==> config.mk <==
export PLATFORM = sky130hd
export DESIGN_NAME = reg_if_dec_100m
export DESIGN_NICKNAME = d
export VERILOG_FILES = /design/src/rtl/reg_if_pkg.sv /design/src/rtl/reg_if_to_cnt.sv /design/src/rtl/reg_if_dec_100m.sv
export SDC_FILE = /design/constraint.sdc
export NUM_CORES = 1
export LEC_CHECK = 0
export CAP_MARGIN = 15
export CORE_ASPECT_RATIO = 0.8
export CORE_MARGIN = 10
export CORE_UTILIZATION = 44
export CTS_CLUSTER_DIAMETER = 80
export DETAILED_ROUTE_END_ITERATION = 12
export PLACE_DENSITY = 0.83
export REMOVE_ABC_BUFFERS = 1
export SYNTH_ARGS = -nofsm -noshare
export SYNTH_HDL_FRONTEND = slang
export SYNTH_SLANG_ARGS = --single-unit
==> constraint.sdc <==
create_clock -name clk_100m -period 3.16 [get_ports clk_100m]
set_input_delay 0.632 -clock clk_100m [delete_from_list [all_inputs] [get_ports clk_100m]]
set_output_delay 0.632 -clock clk_100m [all_outputs]
set_load 0.02 [all_outputs]
==> src/rtl/reg_if_pkg.sv <==
// Shared definitions for the 100 MHz register-interface decoder: bus widths,
// slave-select field, default error data and FSM state encoding.
package reg_if_pkg;

  localparam int REG_IF_AW = 21;
  localparam int REG_IF_DW = 16;
  localparam int SEL_MSB   = 20;
  localparam int SEL_LSB   = 16;
  localparam int SEL_W     = SEL_MSB - SEL_LSB + 1;

  localparam logic [REG_IF_DW-1:0] ERR_DATA_DEF = 16'hDEAD;

  typedef enum logic [1:0] {
    IDLE   = 2'd0,
    ACCESS = 2'd1,
    RESP   = 2'd2
  } state_t;

endpackage

==> src/rtl/reg_if_to_cnt.sv <==
// Slave-response timeout counter: reset by start/clear, counts while enabled,
// saturates at TO_CYCLES-1 and flags expire in that cycle.
module reg_if_to_cnt #(
  parameter int TO_CYCLES = 1024
) (
  input  logic clk_100m,
  input  logic rst_100m,
  input  logic start,
  input  logic clear,
  input  logic en,
  output logic expire
);

  localparam int CW = $clog2(TO_CYCLES) + 1;
  localparam logic [CW-1:0] CNT_LAST = CW'(TO_CYCLES - 1);

  logic [CW-1:0] cnt;

  // Holds at the last value instead of wrapping so expire stays stable.
  always_ff @(posedge clk_100m or posedge rst_100m) begin
    if (rst_100m) begin
      cnt <= '0;
    end else if (start || clear) begin
      cnt <= '0;
    end else if (en && (cnt != CNT_LAST)) begin
      cnt <= cnt + 1'b1;
    end
  end

  assign expire = en && (cnt == CNT_LAST);

endmodule

==> src/rtl/reg_if_dec_100m.sv <==
// Register-interface address decoder in the 100 MHz domain: one request to one
// of NUM_SLV slaves, local timeout, one-cycle response. Optional error status
// outputs under `define REG_IF_DEC_ERR_STATUS_EN.
module reg_if_dec_100m
  import reg_if_pkg::*;
#(
  parameter int                   NUM_SLV   = 4,
  parameter int                   TO_CYCLES = 1024,
  parameter logic [REG_IF_DW-1:0] ERR_DATA  = ERR_DATA_DEF
) (
  input  logic                           clk_100m,
  input  logic                           rst_100m,
  input  logic                           time_out_flag,
  input  logic [REG_IF_AW-1:0]           reg_if_addr,
  input  logic [REG_IF_DW-1:0]           reg_if_wdata,
  input  logic                           reg_if_valid,
  input  logic                           reg_if_we,
  output logic [REG_IF_DW-1:0]           reg_if_rdata,
  output logic                           reg_if_ready,
  output logic [NUM_SLV-1:0]             slv_valid,
  output logic [REG_IF_DW-1:0]           slv_addr,
  output logic [REG_IF_DW-1:0]           slv_wdata,
  output logic                           slv_we,
  input  logic [NUM_SLV*REG_IF_DW-1:0]   slv_rdata,
  input  logic [NUM_SLV-1:0]             slv_ready
`ifdef REG_IF_DEC_ERR_STATUS_EN
  ,
  input  logic                           err_clr,
  output logic [7:0]                     err_cnt,
  output logic [REG_IF_AW-1:0]           err_addr
`endif
);

  state_t               state, state_nxt;
  logic [SEL_W-1:0]     req_idx, idx_q;
  logic                 dec_ok;
  logic [NUM_SLV-1:0]   req_onehot;
  logic                 sel_ready;
  logic [REG_IF_DW-1:0] sel_rdata;
  logic                 accept, dec_err, hit, tmo, expire;
  logic [REG_IF_DW-1:0] resp_data, held_rdata;

  assign req_idx = reg_if_addr[SEL_MSB:SEL_LSB];
  assign dec_ok  = int'(req_idx) < NUM_SLV;

  // Inline decode: request one-hot and selected slave's ready/data.
  always_comb begin
    req_onehot = '0;
    sel_ready  = 1'b0;
    sel_rdata  = '0;
    for (int i = 0; i < NUM_SLV; i++) begin
      req_onehot[i] = (req_idx == SEL_W'(i));
      if (idx_q == SEL_W'(i)) begin
        sel_ready = slv_ready[i];
        sel_rdata = slv_rdata[REG_IF_DW*i +: REG_IF_DW];
      end
    end
  end

  always_ff @(posedge clk_100m or posedge rst_100m) begin
    if (rst_100m) state <= IDLE;
    else          state <= state_nxt;
  end

  // Abort outranks ready, which outranks the local timeout.
  always_comb begin
    state_nxt = state;
    accept    = 1'b0;
    dec_err   = 1'b0;
    hit       = 1'b0;
    tmo       = 1'b0;
    case (state)
      IDLE: begin
        if (reg_if_valid) begin
          accept = 1'b1;
          if (dec_ok) begin
            state_nxt = ACCESS;
          end else begin
            dec_err   = 1'b1;
            state_nxt = RESP;
          end
        end
      end
      ACCESS: begin
        if (time_out_flag) begin
          state_nxt = IDLE;
        end else if (sel_ready) begin
          hit       = 1'b1;
          state_nxt = RESP;
        end else if (expire) begin
          tmo       = 1'b1;
          state_nxt = RESP;
        end
      end
      RESP:    state_nxt = IDLE;
      default: state_nxt = IDLE;
    endcase
  end

  reg_if_to_cnt #(.TO_CYCLES(TO_CYCLES)) u_to_cnt (
    .clk_100m (clk_100m),
    .rst_100m (rst_100m),
    .start    (accept),
    .clear    (state != ACCESS),
    .en       (state == ACCESS),
    .expire   (expire)
  );

  always_ff @(posedge clk_100m or posedge rst_100m) begin
    if (rst_100m) begin
      slv_valid  <= '0;
      slv_addr   <= '0;
      slv_wdata  <= '0;
      slv_we     <= 1'b0;
      idx_q      <= '0;
      resp_data  <= '0;
      held_rdata <= '0;
    end else begin
      slv_valid <= '0;
      if (accept) begin
        slv_addr  <= reg_if_addr[REG_IF_DW-1:0];
        slv_wdata <= reg_if_wdata;
        slv_we    <= reg_if_we;
        idx_q     <= req_idx;
        slv_valid <= dec_ok ? req_onehot : '0;
      end
      if (dec_err || tmo) resp_data <= ERR_DATA;
      else if (hit)       resp_data <= slv_we ? '0 : sel_rdata;
      if (reg_if_ready)   held_rdata <= resp_data;
    end
  end

  // Pending data becomes visible only with a real ready pulse, so an abort in RESP leaves rdata unchanged.
  assign reg_if_ready = (state == RESP) && !time_out_flag;
  assign reg_if_rdata = reg_if_ready ? resp_data : held_rdata;

`ifdef REG_IF_DEC_ERR_STATUS_EN
  logic       drop;
  logic [1:0] err_inc;
  logic [8:0] err_sum;

  assign drop    = reg_if_valid && (state != IDLE);
  assign err_inc = {1'b0, dec_err | tmo} + {1'b0, drop};
  assign err_sum = {1'b0, err_cnt} + {7'b0, err_inc};

  // Dropped requests bump the count but never overwrite the recorded address.
  always_ff @(posedge clk_100m or posedge rst_100m) begin
    if (rst_100m) begin
      err_cnt  <= '0;
      err_addr <= '0;
    end else if (err_clr) begin
      err_cnt  <= '0;
      err_addr <= '0;
    end else begin
      err_cnt <= err_sum[8] ? 8'hFF : err_sum[7:0];
      if (dec_err)  err_addr <= reg_if_addr;
      else if (tmo) err_addr <= {idx_q, slv_addr};
    end
  end
`endif

endmodule

==> results of run 1 <==
==> cell type report <==
| cell class | count | share of cell area |
|---|---|---|
| clock inverter | 5 | 0.0130 |
| tap | 115 | 0.0233 |
| timing repair buffer | 170 | 0.276 |
| clock buffer | 11 | 0.0409 |
| inverter | 4 | 0.00263 |
| sequential | 87 | 0.352 |
| multi-input combinational | 238 | 0.292 |
==> state kept, by name (all words and copies together) (netlist names) <==
register and cells:
state 2, slv_we 1, held_rdata 16, slv_addr 16, u_to_cnt.cnt 11, slv_valid 4, resp_data 16, idx_q 5
slv_wdata 16
==> power groups by stage <==
stage	Sequential, µW	Combinational [µW]	Clock (µW)
2_1_floorplan	1410	295	0
3_3_place_gp	1290	817	0
3_5_place_dp	1300	833	0
4_1_cts	1280	838	1200
5_1_grt	1290	887	1240
6_report	1280	828	1170
==> final timing paths <==
kind	startpoint	end	slack (ps)	depth (start not counted)
worst min-delay path	held_rdata[15]$_DFF_PP0_	held_rdata[15]$_DFF_PP0_	490	1
worst max register to register	idx_q[0]$_DFFE_PP0P_	resp_data[1]$_DFFE_PP0P_	1010	5
worst max-delay path	time_out_flag	reg_if_rdata[11]	90	5
min in group asynchronous	rst_100m	slv_addr[11]$_DFFE_PP0P_	730	3
max in group asynchronous	rst_100m	slv_wdata[6]$_DFFE_PP0P_	2090	3
worst min register to register	held_rdata[15]$_DFF_PP0_	held_rdata[15]$_DFF_PP0_	490	1
==> Yosys cell counts (10+ instances only) <==
| master | count | area (µm²) |
|---|---|---|
| nand2_1 | 15 | 56.3 |
| mux2_2 | 54 | 608 |
| mux2i_1 | 14 | 140 |
| clkbuf_1 | 15 | 56.3 |
| a21oi_1 | 16 | 80.1 |
| o211ai_1 | 11 | 82.6 |
| nor2_1 | 40 | 150 |
| dfrtp_1 | 87 | 2180 |
| nand2b_1 | 12 | 75.1 |
| nor2b_1 | 10 | 62.6 |
| a211oi_1 | 10 | 75.1 |
==> kinds of logic (layout without fill, tap and decap cells) <==
group           after synthesis  count (layout)  share of synthesized area
simple gates                104             104                      0.134
buf+inv                      24             190                     0.0240
compound gates               59              59                      0.108
fa+ha+maj                     1               1                    0.00307
xor+xnor                      6               6                     0.0129
flops                        87              87                      0.534
mux                          68              68                      0.184
==> through the flow <==
step / hold slack (ps) / total power (µW)
detailed placement: 483 / 2130
finish: 494 / 3280
floorplan: 477 / 1710
global placement: 483 / 2110
CTS: 499 / 3320
global route: 507 / 3420
==> critical path: stages <==
cell	delay [ps]
clkdlybuf4s50_1	440
nor3b_2	240
buf_12	200
mux2_2	360
clkdlybuf4s50_1	550
==> metal layers <==
layer	track usage	up-vias	share of wire
li1	-	1565	-
met1	0.190	1581	0.40
met2	0.283	108	0.50
met3	0.0780	17	0.081
met4	0.0578	0	0.019
met5	0	-	0
==> summary.md, run 1 <==
| Metric | Value |
|---|---|
| Status | completed |
| Static Leakage | 0.00243 µW |
| Non-filler cells, final | 630 |
| Max Clk Rate | 326 MHz |
| Initial antenna violation count | 0 |
| Placed cell area | 5850 µm² |
| Net switching power | 882 µW |
| Mapped Avg Cell Area | 11.7 µm² |
| All-Layer GR Usage | 0.170 |
| Slew @ Worst Pin | 822 ps |
| Clock transition at the registers of the reported paths | 60 ps |
| Clock power frac | 0.357 |
| Via count | 3271 |
| Worst hold path type | reg2reg |
| Pwr/cell area | 530 nW/µm² |
| Setup total negative slack | 0 ps |
| Residual DRC | 0 |
| Worst rel slew slack | 0.450 |
| CTS H-tree depth | 3 |
| Core footprint | 9040 µm² |
| DRT Pass-1 Iters | 4 |
| Most frequent cells in the layout | clkdlybuf4s50_1 (163), dfrtp_1 (87), mux2_2 (54) |
| Post-route ant nets | 0 |
| Final WL | 11.7 mm |
| Top_reg_cell synth | dfrtp_1 |
| GP Congestion | 0.818 |
| Power Internal | 2400 µW |
| Max-Cap Viols | 0 |
| Worst path required time | 2530 ps |
| Post-cts sizing count | 0 |
| Vias/cell | 5.19 |
| Port Buffer Count | 163 |
| Global-route wire length before repair | 18.4 mm |
| Post-Syn Instances | 349 |
| TritonCTS buffer count | 9 |
| Utilization after layout | 0.684 |
| Chip Height | 106 µm |
| CTS tree | done |
| Setup WS post-layout | 94.3 ps |
| Ant diodes | 0 |
| Postcts setup bufs | 0 |
| Wire length per cell | 18.6 µm |
| Total gr overflow | 0 |
| Synth warn | 0 |
| Clock buffer depth | 2 |
| Final Setup Violations | 0 |
| Multi-input gate area | 1800 µm² |
| Seq/Total Area, Yosys | 0.534 |
| Die W | 128 µm |
| Number of flops mapped to enable cells by yosys | 0 |
| Final Skew | 4.22 ps |
| Combinational share of power | 0.253 |
| Worst vdd ir | 0.372 mV |
| Final hold viol count | 0 |
| Synth Cell Area | 4070 µm² |
| CTS sink count | 87 |
| Final HPWL DP | 8.98 mm |
| Sw Ratio | 0.269 |
| Latest clock arrival within the worst-skew pair | 340 ps |
| Cell Count Post-Placement | 614 |
| Most common cell after layout, fill and taps aside | clkdlybuf4s50_1 |
| Largest net degree at the start of global routing | 88 |
| Worst Setup End Kind | output port |
| Clock tree root buffer cell | clkbuf_16 |
| Seq pwr share | 0.390 |
| Final Instance Area | 6180 µm² |
| Die Area | 13500 µm² |
| FFs w/ async S/R, synth | 1.00 |
| Register area | 2180 µm² |
| Layout cells sized above 1 | 0.177 |
| Unrepaired setup endpoints after global routing | no |
| Drt initial violations | 150 |
| Post-synth cell types | 44 |
| Max FO, Critical Path | 17 |
| IO Pins | 164 |
| Worst Path Class, Setup | in2out |
| Cell Rows | 31 |
| CTS Hold Bufs | 0 |
| Initial Util | 0.451 |
| Tmin final | 3070 ps |
| Vias in the first global route | 3486 |
| Placement Setup Slack | 95.2 ps |
| Critical path launch point type | input pin |
| # fillers | 692 |
| Synth Register Bits | 87 |
| Net count, final | 621 |
| Period utilization | 0.970 |
| Area Growth Syn to Fin | 51.8% |
| Arr. time, crit path | 2430 ps |
| Count of final max-slew check failures | 0 |
No activity file was read; power rests on OpenSTA's default activity.
==> run 2, diff against run 1 <==
--- a/config.mk
+++ b/config.mk
@@ -5,7 +5,7 @@
 export SDC_FILE = /design/constraint.sdc
 export NUM_CORES = 1
 export LEC_CHECK = 0
-export CAP_MARGIN = 15
+export CAP_MARGIN = 20
 export CORE_ASPECT_RATIO = 0.8
 export CORE_MARGIN = 10
 export CORE_UTILIZATION = 44
@@ -13,6 +13,7 @@
 export DETAILED_ROUTE_END_ITERATION = 12
 export PLACE_DENSITY = 0.83
 export REMOVE_ABC_BUFFERS = 1
+export SLEW_MARGIN = 20
 export SYNTH_ARGS = -nofsm -noshare
 export SYNTH_HDL_FRONTEND = slang
 export SYNTH_SLANG_ARGS = --single-unit
==> results of run 2 <==
No change in the layout: final DEF, timing and power equal those of run 1.
==> run 3, diff against run 2 <==
--- a/config.mk
+++ b/config.mk
@@ -13,6 +13,7 @@
 export DETAILED_ROUTE_END_ITERATION = 12
 export PLACE_DENSITY = 0.83
 export REMOVE_ABC_BUFFERS = 1
+export SKIP_LAST_GASP = 1
 export SLEW_MARGIN = 20
 export SYNTH_ARGS = -nofsm -noshare
 export SYNTH_HDL_FRONTEND = slang
==> results of run 3 <==
No change in the layout: final DEF, timing and power equal those of run 1.
